$ cat src/rtl/sync_clk_tracker.sv
// rtl/sync_clk_tracker.sv - multi-channel sync strobe window tracker; optional phase capture under SYNC_CLK_PHASE_CAPTURE_EN
module sync_clk_tracker #(
    parameter int COUNTER_SIZE = 19,
    parameter int NUM_CHANNELS = 4,
    parameter int TOLERANCE    = 2
) (
    input  logic                                 clk,
    input  logic                                 reset_n,
    input  logic                                 resetCyclic,
    input  logic                                 clearError,
    input  logic [COUNTER_SIZE-1:0]              periodIn,
    input  logic [NUM_CHANNELS-1:0]              syncPulse,
    output logic [COUNTER_SIZE-1:0]              syncCounter,
    output logic                                 cycleTick,
    output logic [NUM_CHANNELS-1:0]              channelLocked,
    output logic [NUM_CHANNELS-1:0]              channelError,
    output logic                                 errorFlag,
    output logic [NUM_CHANNELS*COUNTER_SIZE-1:0] phaseCapture
);

    // Smallest period that still leaves a closed gap between two windows
    localparam logic [COUNTER_SIZE-1:0] MIN_PERIOD = COUNTER_SIZE'(2 * TOLERANCE + 2);
    localparam logic [COUNTER_SIZE-1:0] TOL        = COUNTER_SIZE'(TOLERANCE);
    localparam logic [COUNTER_SIZE-1:0] CLOSE_CNT  = COUNTER_SIZE'(TOLERANCE + 1);
    localparam logic [COUNTER_SIZE-1:0] ONE        = COUNTER_SIZE'(1);

    typedef enum logic [1:0] {
        ST_UNLOCKED = 2'd0,
        ST_LOCKED   = 2'd1,
        ST_ERROR    = 2'd2
    } state_t;

    logic [COUNTER_SIZE-1:0] r_period;
    logic                    r_period_valid;
    logic [COUNTER_SIZE-1:0] r_count;
    logic                    r_tick;
    state_t                  r_state [NUM_CHANNELS];
    logic [NUM_CHANNELS-1:0] r_seen;
    logic [NUM_CHANNELS-1:0] r_locked;
    logic [NUM_CHANNELS-1:0] r_error;

    logic [COUNTER_SIZE-1:0] w_period;
    logic [COUNTER_SIZE-1:0] w_peff;
    logic [COUNTER_SIZE-1:0] w_last;
    logic [COUNTER_SIZE-1:0] w_win_lo;
    logic                    w_in_window;
    logic                    w_window_close;
    logic [NUM_CHANNELS-1:0] w_accept;

    // Until the first edge after reset release the live periodIn is the period
    assign w_period       = r_period_valid ? r_period : periodIn;
    assign w_peff         = (w_period < MIN_PERIOD) ? MIN_PERIOD : w_period;
    assign w_last         = w_peff - ONE;
    assign w_win_lo       = w_peff - TOL;
    assign w_in_window    = (r_count >= w_win_lo) || (r_count <= TOL);
    assign w_window_close = (r_count == CLOSE_CNT);

    // Latch the period once after reset release and on every resetCyclic
    always_ff @(posedge clk or negedge reset_n) begin
        if (!reset_n) begin
            r_period       <= '0;
            r_period_valid <= 1'b0;
        end else if (!r_period_valid || resetCyclic) begin
            r_period       <= periodIn;
            r_period_valid <= 1'b1;
        end
    end

    // Shared cyclic counter; tick marks a natural wrap only, never a restart
    always_ff @(posedge clk or negedge reset_n) begin
        if (!reset_n) begin
            r_count <= '0;
            r_tick  <= 1'b0;
        end else if (resetCyclic) begin
            r_count <= '0;
            r_tick  <= 1'b0;
        end else if (r_count >= w_last) begin
            r_count <= '0;
            r_tick  <= 1'b1;
        end else begin
            r_count <= r_count + ONE;
            r_tick  <= 1'b0;
        end
    end

    // A pulse is accepted when it is in the window and is the first one seen there
    always_comb begin
        w_accept = '0;
        for (int i = 0; i < NUM_CHANNELS; i++) begin
            w_accept[i] = !clearError && !resetCyclic && syncPulse[i] && w_in_window &&
                          ((r_state[i] == ST_UNLOCKED) ||
                           ((r_state[i] == ST_LOCKED) && !r_seen[i]));
        end
    end

    // Per-channel lock FSM with registered lock/error outputs
    always_ff @(posedge clk or negedge reset_n) begin
        if (!reset_n) begin
            for (int i = 0; i < NUM_CHANNELS; i++) begin
                r_state[i] <= ST_UNLOCKED;
            end
            r_seen   <= '0;
            r_locked <= '0;
            r_error  <= '0;
        end else begin
            for (int i = 0; i < NUM_CHANNELS; i++) begin
                if (clearError) begin
                    r_state[i]  <= ST_UNLOCKED;
                    r_seen[i]   <= 1'b0;
                    r_locked[i] <= 1'b0;
                    r_error[i]  <= 1'b0;
                end else if (resetCyclic) begin
                    // The window sequence restarts from 0, so forget the current window
                    r_seen[i] <= 1'b0;
                    if (r_state[i] == ST_LOCKED) begin
                        r_state[i]  <= ST_UNLOCKED;
                        r_locked[i] <= 1'b0;
                    end
                end else begin
                    if (w_window_close) begin
                        r_seen[i] <= 1'b0;
                    end else if (w_accept[i]) begin
                        r_seen[i] <= 1'b1;
                    end
                    case (r_state[i])
                        ST_UNLOCKED: begin
                            if (w_accept[i]) begin
                                r_state[i]  <= ST_LOCKED;
                                r_locked[i] <= 1'b1;
                            end
                        end
                        ST_LOCKED: begin
                            // Out-of-window pulse, duplicate pulse, or missing pulse at close
                            if ((syncPulse[i] && !w_accept[i]) ||
                                (!syncPulse[i] && w_window_close && !r_seen[i])) begin
                                r_state[i]  <= ST_ERROR;
                                r_locked[i] <= 1'b0;
                                r_error[i]  <= 1'b1;
                            end
                        end
                        ST_ERROR: begin
                            r_state[i] <= ST_ERROR;
                        end
                        default: begin
                            r_state[i]  <= ST_UNLOCKED;
                            r_locked[i] <= 1'b0;
                            r_error[i]  <= 1'b0;
                        end
                    endcase
                end
            end
        end
    end

`ifdef SYNC_CLK_PHASE_CAPTURE_EN
    logic [COUNTER_SIZE-1:0] r_phase [NUM_CHANNELS];

    // Record the counter value of every accepted pulse
    always_ff @(posedge clk or negedge reset_n) begin
        if (!reset_n) begin
            for (int i = 0; i < NUM_CHANNELS; i++) begin
                r_phase[i] <= '0;
            end
        end else begin
            for (int i = 0; i < NUM_CHANNELS; i++) begin
                if (w_accept[i]) begin
                    r_phase[i] <= r_count;
                end
            end
        end
    end

    for (genvar g = 0; g < NUM_CHANNELS; g++) begin : g_phase
        assign phaseCapture[g*COUNTER_SIZE +: COUNTER_SIZE] = r_phase[g];
    end
`else
    assign phaseCapture = '0;
`endif

    assign syncCounter   = r_count;
    assign cycleTick     = r_tick;
    assign channelLocked = r_locked;
    assign channelError  = r_error;
    assign errorFlag     = |r_error;

endmodule
$ cat config.mk
export PLATFORM = sky130hd
export DESIGN_NAME = sync_clk_tracker
export DESIGN_NICKNAME = d
export VERILOG_FILES = /design/src/rtl/sync_clk_tracker.sv
export SDC_FILE = /design/constraint.sdc
export NUM_CORES = 1
export LEC_CHECK = 0
export ABC_AREA = 1
export CORE_UTILIZATION = 50
export CTS_CLUSTER_DIAMETER = 100
export DETAILED_ROUTE_END_ITERATION = 10
export PLACE_DENSITY = 0.79
export SLEW_MARGIN = 0
export SYNTH_ARGS = -nofsm -noshare
export SYNTH_HDL_FRONTEND = slang
export SYNTH_SLANG_ARGS = --single-unit
$ cat constraint.sdc
create_clock -name clk -period 5 [get_ports clk]
set_input_delay 0.75 -clock clk [delete_from_list [all_inputs] [get_ports clk]]
set_output_delay 0.75 -clock clk [all_outputs]
set_load 0.05 [all_outputs]
; ---- Yosys cells after proc, flatten, opt, wreduce, memory -nomap -nowiden
; Index checks and enable logic that the tools add are counted.
[classes]
n_addsub = 3
magnitude_cmp = 4
n_eq_ne = 34
n_mux = 82
reduce_logical = 79
[ops]
columns = operator, n
row1 = $mux W19, 4
row2 = $mux W1, 46
row3 = $mux W2, 20
row4 = $ge A19 B19 Y1, 2
row5 = $logic_and A1 B1 Y1, 29
row6 = $pmux W2 S3, 4
row7 = $reduce_and A3 Y1, 8
row8 = $add A19 B1 Y19 const B, 1
row9 = $eq A19 B2 Y1 const B, 1
row10 = $le A19 B2 Y1 const B, 1
row11 = $lt A19 B3 Y1 const B, 1
row12 = $sub A19 B1 Y19 const B, 1
row13 = $sub A19 B2 Y19 const B, 1
row14 = $ne A4 B3 Y1 const B, 4
row15 = $ne A4 B4 Y1 const B, 4
row16 = $reduce_and A4 Y1, 4
row17 = $reduce_bool A4 Y1, 4
row18 = $logic_not A1 Y1, 15
row19 = $ne A3 B1 Y1 const B, 4
row20 = $ne A3 B2 Y1 const B, 4
row21 = $ne A3 B3 Y1 const B, 4
row22 = $pmux W1 S3, 4
row23 = $logic_or A1 B1 Y1, 10
row24 = $ne A2 B1 Y1 const B, 5
row25 = other kinds (6), 21
[word_totals]
regBits = 60
input_bits = 27
output_inout_bits = 105
word_cells = 222

; ---- Logic depth before layout (Yosys ltp)
; Gate-level depths: netlist of run 1.
[depth]
ltp_word = 15
depth_mapped = 32
mapped_depth_nobuf = 31

; ---- Worst setup path after synthesis of run 1
; Ideal clock, no wire load.
[synth_path]
path_type = input-to-reg
startpoint = input port periodIn[5]
endpoint = register r_state[0] (netlist bit)
setup_time_ps = 117
arrival_time_ps = 3973
required_time_ps = 4883
path_slack_ps = 910
stages = 30
n_path_buf = 0
path_cell_list = nand2_1 > o21ai_1 > nor2_1 > nand2_1 > nor2_4 > nand2_2 > nor2_4 > nor2_2 > ha_1 > inv_1 > nor3_2 > nand2_1 > inv_1 > nand4_1 > xor2_1 > inv_1 > ha_1 > nand2_1 > inv_1 > nand2_1 > nand2_1 > o21bai_1 > nor2_1 > nand3_1 > nand3_1 > nand2_1 > nand3_1 > nand3_1 > nand2_1 > nand2_1
[synth_via]
elab_chain_len = 13
elab_cells_between_ends = 14
cone_classes = 1 x add/sub / 2 x order compare / 2 x eq/ne / 2 x mux / 7 x reduce/logical
[synth_rtl]
columns = element, line
row1 = start: declaration, 11  ; input logic [COUNTER_SIZE-1:0] periodIn,
row2 = $mux W19 (*), 51  ; assign w_period = r_period_valid ? r_period : periodIn;
row3 = $lt A19 B3 Y1, 52  ; assign w_peff = (w_period < MIN_PERIOD) ? MIN_PERIOD : w_period;
row4 = $mux W19 (*), 52
row5 = $sub A19 B2 Y19 (*), 54  ; assign w_win_lo = w_peff - TOL;
row6 = $ge A19 B19 Y1 (*), 55  ; assign w_in_window = (r_count >= w_win_lo) || (r_count <= TOL);
row7 = $logic_or A1 B1 Y1 (*), 55
row8 = $logic_and A1 B1 Y1 (*) (2 in series), 90  ; w_accept[i] = !clearError && !resetCyclic && syncPulse[i] && w_in_window &&
row9 = $logic_not A1 Y1, 134  ; if ((syncPulse[i] && !w_accept[i]) ||
row10 = $logic_and A1 B1 Y1, 134
row11 = $logic_or A1 B1 Y1, 134
row12 = $ne A4 B3 Y1 (no source line), --
row13 = $reduce_and A3 Y1 (no source line) (*), --
row14 = end signal: indexed assignment, 136  ; r_state[i] <= ST_ERROR;
row15 = end signal: indexed assignment, 142  ; r_state[i] <= ST_ERROR;
row16 = end signal: indexed assignment, 145  ; r_state[i] <= ST_UNLOCKED;
row17 = end: declaration, 37  ; state_t r_state [NUM_CHANNELS];
; Every way passes the cells marked *; elsewhere a longest branch is shown, timed or not.
; A chain may end at the register's enable or synchronous reset.

; ---- Worst setup path after layout of run 1
[layout_path]
startpoint = input port periodIn[8]
endpoint = register r_state[6] (netlist bit)
; The elaborated chain is that of the path after synthesis.

==> summary.md, run 1 <==
| Metric | Value |
|---|---|
| Final Slew Violations | `0` |
| Core footprint | `11,000 um^2` |
| Worst-path clk slew | `0.05 ns` |
| Max Cap Viol | `0` |
| Initial antenna violation count | `0` |
| Arrival @ worst endpoint | `4.77 ns` |
| Gate power share | `0.316` |
| First-pass GRT wire length | `21,700 um` |
| Period utilization | `0.911` |
| Worst skew pair latency | `0.33 ns` |
| Slowest-stage cell, CP | `clkdlybuf4s50_1` |
| Area growth, synth to finish | `13.1%` |
| Reg power frac | `0.306` |
| Post-synthesis register bit count | `60` |
| CTS root buffer | `clkbuf_16` |
| IR drop worst, VDD | `0.203 mV` |
| Max Freq | `220 MHz` |
| Slew margin rel. | `0.489` |
| DP HPWL | `9870 um` |
| Post-Syn Area | `5730 um^2` |
| Critical Path End Type | `flip-flop` |
| Synth area leader | `dfrtp_1` |
| DRT Pass-1 Iters | `4` |
| Placement Cell Area | `6140 um^2` |
| TritonCTS Buffers | `9` |
| P_sw | `0.000662 W` |
| CP Depth | `31` |
| Most used cell, CP | `nand2_1` |
| Largest net degree at the start of global routing | `61` |
| CTS tree | `yes` |
| Buffers on Ports | `55` |
| Initial DRC count | `236` |
| Gr ovfl total | `0` |
| Number of diodes | `0` |
| Total Nets Final | `925` |
| CP Max Fanout | `8` |
| Site Rows | `38` |
| Post-synth EDFFs | `0` |
| Syn Inst Count | `783` |
| CP endpoint | `r_state[6]` |
| Design Area, Final | `6480 um^2` |
| Worst Path Class, Setup | `in -> reg` |
| DRC | `0` |
| CP bufs+invs | `6` |
| Placer Congestion | `0.935` |
| Vias in the first global route | `4,740` |
| Largest stage delay, worst path | `0.48 ns` |
| Mapped Avg Cell Area | `7.32 um^2` |
| Pwr Density | `276 nW/um^2` |
| Clock share of power | `0.378` |
| TNS Setup | `0 ns` |
| Outcome | `completed` |
| Critical path launch point | `periodIn[8]` |
| I/O Pins | `132` |
| Cts-stage hold buffer count | `0` |
| Die ar. | `11,900 um^2` |
| Net Sw Frac | `0.370` |
| Data required time at the worst endpoint | `5.22 ns` |
| Delay-heaviest family, CP | `simple AND/OR/NAND/NOR gates` |
| Fin crit period | `4.55 ns` |
| Fin. Hold Viols | `0` |
| GRT Total Usage | `0.234` |
| Int Pwr | `0.00113 W` |
| # setup viols final | `0` |
| Clock Skew | `0.00410 ns` |
| Via Count | `4,976` |
| Sequential share of the synthesized area | `0.262` |
| Avg Vias per Cell | `5.04` |
| CTS Sinks | `60` |
| H-tree levels | `3` |
| Die Span Y | `109 um` |
| CTS Buffer Depth | `2` |
| Worst r2r src | `r_period_valid` |
| Critical path startpoint category | `primary input` |
| HP Class | `reg -> reg` |
| Unrepaired setup endpoints after global routing | `false` |
| Fin util | `0.590` |
| Fraction of registers with async set/reset | `1.00` |
| Post-CTS setup buffer count | `0` |
| Layout cells sized above 1 | `0.0837` |
| RR Endpoint | `r_state[6]` |
| Post-synth top cells | `nand2_1 (176), inv_1 (94), buf_4 (76)` |
| Synth top area share | `0.262` |
| CTS resizes | `0` |
| Register-to-Register Setup Slack | `0.56 ns` |
| Post-DRT Antenna Nets | `0` |
| Total routed wirelength | `12,800 um` |
| R2r worst-path depth | `31` |
| Leakage Power | `3.27 nW` |
| WL per Instance | `13.0 um` |
| Worst slew pin tran | `0.767 ns` |
| Synth cell types | `40` |
| Top FF cell, synth | `dfrtp_1` |
| Most frequent cell after synthesis | `nand2_1` |
| Synth top area cells | `dfrtp_1 (26%), ha_1 (12%), nand2_1 (12%), buf_4 (10%), inv_1 (6.2%)` |
| Synth warn | `0` |
| Die width | `109 um` |
| Initial Utilization | `0.522` |
final cells by class:
class | count | area [um^2]
fill | 1019 | 4500
multi-input combinational | 615 | 3520
sequential | 60 | 1500
timing repair buffer | 61 | 591
inverter | 96 | 365
clock buffer | 10 | 239
tap | 140 | 175
clock inverter | 6 | 86.3
worst min path at each step:
stage | start | end | slack, ns | cells after the start
global route | channelLocked[1] | channelLocked[1] | 0.51 | 2
detailed placement | channelLocked[2] | channelLocked[2] | 0.47 | 2
global placement | channelLocked[2] | channelLocked[2] | 0.46 | 2
finish | channelLocked[2] | channelLocked[2] | 0.48 | 2
CTS | channelLocked[2] | channelLocked[2] | 0.48 | 2
floorplan | reset_n | channelError[0] | 0.45 | 0
power by group through the flow:
| stage | combinational (W) | sequential [W] | clock (W) |
|---|---|---|---|
| final | 0.000566 | 0.000547 | 0.000676 |
| after detailed placement | 0.000560 | 0.000554 | 0 |
| after CTS | 0.000564 | 0.000547 | 0.000680 |
| after floorplan | 0.000439 | 0.000589 | 0 |
| after global placement | 0.000553 | 0.000554 | 0 |
| after global routing | 0.000626 | 0.000551 | 0.000709 |
state kept, by name (all words and copies together) (netlist names):
signal,cells
channelLocked,4
r_seen,4
r_period_valid,1
cycleTick,1
channelError,4
r_period,19
syncCounter,19
r_state,8
cells by family after synthesis:
kind of cell	count (synthesis)	share of synthesized area
other cells	2	0.00131
simple gates	361	0.286
compound gates	68	0.0709
xor+xnor	47	0.0718
flops	60	0.262
mux	7	0.0138
fa+ha+maj	55	0.120
buf+inv	183	0.174
cell usage in the layout, fill, tap and decap left out, types with 2 or more instances in the layout:
cell and n:
o21ai_1 3, o21bai_1 3, a21oi_1 18, nand2_1 176, nor3_1 27, clkdlybuf4s50_1 54
o21ai_4 2, dfrtp_1 59, conb_1 77, nor2_4 3, nand2_4 2, nand4_1 26
xnor2_1 11, nor2_2 8, buf_4 6, nor4_1 6, xor2_1 36, inv_1 94
ha_1 55, nor2_1 62, nand2_2 10, o21ai_0 31, clkbuf_16 9, bufinv_16 2
inv_6 2, clkinv_2 2, nand3_1 33, o21ai_2 7, mux2_2 7
per-layer routing:
layer | share of wire | GRT usage
met1 | 0.43 | 0.288
met2 | 0.51 | 0.413
met4 | 0.017 | 0.0705
met3 | 0.050 | 0.0412
met5 | 0 | 0
worst min-delay path: cells and delay by family, from the launching register on:
family	cells	cell delay (ns)
flip-flops	1	0.34
AND/OR/NAND/NOR	2	0.10
metrics by stage:
step / instances / power [W] / setup slack [ns] / hold slack (ns)
floorplan: 858 / 0.00103 / 0.910 / 0.454
global placement: 972 / 0.00111 / 0.254 / 0.462
detailed placement: 972 / 0.00111 / 0.0332 / 0.467
CTS: 988 / 0.00179 / 0.223 / 0.483
global route: 988 / 0.00189 / 0.0265 / 0.510
finish: 988 / 0.00179 / 0.446 / 0.477
Power figures use the tool's default switching activity.
==> inputs of run 2 (changes only) <==
- CORE_UTILIZATION: 50 -> 47
- PLACE_DENSITY: 0.79 -> 0.78
- clock period: 5 -> 4.1 ns (I/O delays scaled with it)
==> summary.md, run 2 (synthesis results as in run 1) <==
| Metric | Value |
|---|---|
| Pwr Density | `312 nW/um^2 (was 276 nW/um^2)` |
| HP Class | `in -> async (was reg -> reg)` |
| Worst Path Class, Setup | `in -> reg (unchanged)` |
| # setup viols final | `0 (unchanged)` |
| RR Endpoint | `r_state[1] (was r_state[6])` |
| Largest net degree at the start of global routing | `40 (was 61)` |
| Layout cells sized above 1 | `0.166 (was 0.0837)` |
| Slew margin rel. | `0.626 (was 0.489)` |
| Most used cell, CP | `nand2_1 (unchanged)` |
| Die ar. | `12,600 um^2 (was 11,900 um^2)` |
| TritonCTS Buffers | `9 (unchanged)` |
| Outcome | `completed (unchanged)` |
| Total Nets Final | `970 (was 925)` |
| Core footprint | `11,700 um^2 (was 11,000 um^2)` |
| CTS root buffer | `clkbuf_16 (unchanged)` |
| Max Freq | `255 MHz` |
| Period utilization | `0.956` |
| Clock Skew | `0.00982 ns (was 0.00410 ns)` |
| GR peak layer | `met2 (unchanged)` |
| Fillers | `983 (was 1,019)` |
| Max Cap Viol | `0 (unchanged)` |
| Final Instance Count excl. Fillers | `1,035 (was 988)` |
| CTS Buffer Depth | `2 (unchanged)` |
| Initial Utilization | `0.491 (was 0.522)` |
| CTS tree | `yes (unchanged)` |
| DRC | `0 (unchanged)` |
| DP HPWL | `10,200 um (was 9870 um)` |
| Via Count | `5,227 (was 4,976)` |
| Vias in the first global route | `4,802 (was 4,740)` |
| GRT Total Usage | `0.218 (was 0.234)` |
| Initial antenna violation count | `0 (unchanged)` |
| Area growth, synth to finish | `22.3% (was 13.1%)` |
| Placed Cells | `1,010 (was 972)` |
| Site Rows | `39 (was 38)` |
| Worst skew pair latency | `0.33 ns (about the same)` |
| Post-DRT Antenna Nets | `0 (unchanged)` |
| Avg Vias per Cell | `5.05 (was 5.04)` |
| Register-to-Register Setup Slack | `0.21 ns (was 0.56 ns)` |
| Gr ovfl total | `0 (unchanged)` |
| Worst slew pin tran | `0.556 ns (was 0.767 ns)` |
| Buffers on Ports | `55 (unchanged)` |
| Largest stage delay, worst path | `0.52 ns (was 0.48 ns)` |
| Commonest cells after routing, fill and taps aside | `nand2_1 (165), inv_1 (92), conb_1 (77) (was nand2_1 (176), inv_1 (94), conb_1 (77))` |
| R2r worst-path depth | `30 (was 31)` |
| IR drop worst, VDD | `0.266 mV (was 0.203 mV)` |
| WHS | `0.260 ns (was 0.477 ns)` |
| Critical path startpoint category | `primary input (unchanged)` |
| Commonest non-fill, non-tap cell in the layout | `nand2_1 (unchanged)` |
| Fin crit period | `3.92 ns` |
| Placement Cell Area | `6420 um^2 (was 6140 um^2)` |
| Met2 Track Usage GR | `0.372 (was 0.413)` |
| I/O Pins | `132 (unchanged)` |
| Met1 usage | `0.282 (was 0.288)` |
| CP Max Fanout | `8 (unchanged)` |
| Initial DRC count | `263 (was 236)` |
| Placer Congestion | `0.940 (was 0.935)` |
| WL per Instance | `13.7 um (was 13.0 um)` |
| Design Area, Final | `7010 um^2 (was 6480 um^2)` |
| DRT Pass-1 Iters | `5 (was 4)` |
| Fin. Hold Viols | `0 (unchanged)` |
| Die width | `112 um (was 109 um)` |
| Number of diodes | `0 (unchanged)` |
| Arrival @ worst endpoint | `4.14 ns (was 4.77 ns)` |
| H-tree levels | `3 (unchanged)` |
| Data required time at the worst endpoint | `4.32 ns (was 5.22 ns)` |
| Die Span Y | `112 um (was 109 um)` |
| Slowest-stage cell, CP | `clkdlybuf4s50_1 (unchanged)` |
| Worst r2r src | `r_period_valid (unchanged)` |
| Leakage Power | `3.66 nW (was 3.27 nW)` |
| First-pass GRT wire length | `22,200 um (was 21,700 um)` |
| M3 GR Usage | `0.0346 (was 0.0412)` |
| Total routed wirelength | `14,200 um (was 12,800 um)` |
| Critical path launch point | `periodIn[1] (was periodIn[8])` |
| CTS Sinks | `60 (unchanged)` |
| Worst-path clk slew | `0.05 ns (about the same)` |
| Critical Path End Type | `flip-flop (unchanged)` |
| Final Slew Violations | `0 (unchanged)` |
| Cts-stage hold buffer count | `0 (unchanged)` |
==> run 2: cell count changes in the layout (fill, tap and decap cells not counted), moves of 3 or more <==
cell	before	now
buf_4	6	49
clkdlybuf4s50_1	54	38
dlymetal6s2s_1	0	16
nand3_1	33	21
nand2_1	176	165
nand2_2	10	21
nand3_2	1	10
nor2_1	62	57
nand3_4	0	3
nor2_4	3	6
==> run 2: critical path: cells and delay by family <==
kind                     cells  cell delay, ns
AO/OA/AOI/OAI                2            0.28
XOR/XNOR                     1            0.20
buffers and inverters        7            1.06
AND/OR/NAND/NOR             15            1.54
adder cells (fa/ha/maj)      2            0.44
==> run 2: stage by stage <==
stage                     TNS [ns]   util  worst slack [ns]  power [W]
after floorplan                  0      -             0.132    0.00125
after global placement       -2.18  0.551            -0.173    0.00139
after detailed placement     -4.20  0.551            -0.306    0.00140
after CTS                        0  0.575            0.0475    0.00214
after global routing        -0.718  0.601           -0.0843    0.00229
final                            0  0.601             0.179    0.00218
==> run 2: repair_timing <==
action / 4_1_cts / 5_1_grt
endpoints found under the setup margin: 0 / 40
hold endpoints to repair: 0 / 0
gates resized for setup: 0 / 68
buffers inserted: 0 / 10
==> run 2: cell type report <==
cell class / instances / area, um^2 / area share
Timing Repair Buffer: 106 / 985 / 0.140
Inverter: 96 / 368 / 0.0525
Sequential cell: 60 / 1500 / 0.214
Clock buffer: 10 / 229 / 0.0327
Clock inverter: 5 / 53.8 / 0.00767
Multi-Input combinational cell: 615 / 3690 / 0.527
Tap cell: 143 / 179 / 0.0255
==> run 2: worst max-delay path by stage <==
stage	slack (ns)	end
global route	-0.08	r_state[4]
detailed placement	-0.31	r_state[4]
finish	0.18	r_state[1]
floorplan	0.13	r_state[0]
CTS	0.05	r_state[3]
global placement	-0.17	r_state[3]
==> run 2: power breakdown <==
group	leakage, nW	internal [W]	switching [W]
Clock	0.142	0.000464	0.000271
Sequential	0.783	0.000635	0.0000314
Combinational	2.73	0.000242	0.000541
==> run 2: metal layers <==
layer / wire [um] / vias to the layer above / share of wire
met5: 0 / - / 0
met4: 368 / 0 / 0.026
met3: 776 / 30 / 0.055
met2: 7060 / 193 / 0.50
met1: 6020 / 2424 / 0.42
li1: - / 2580 / -
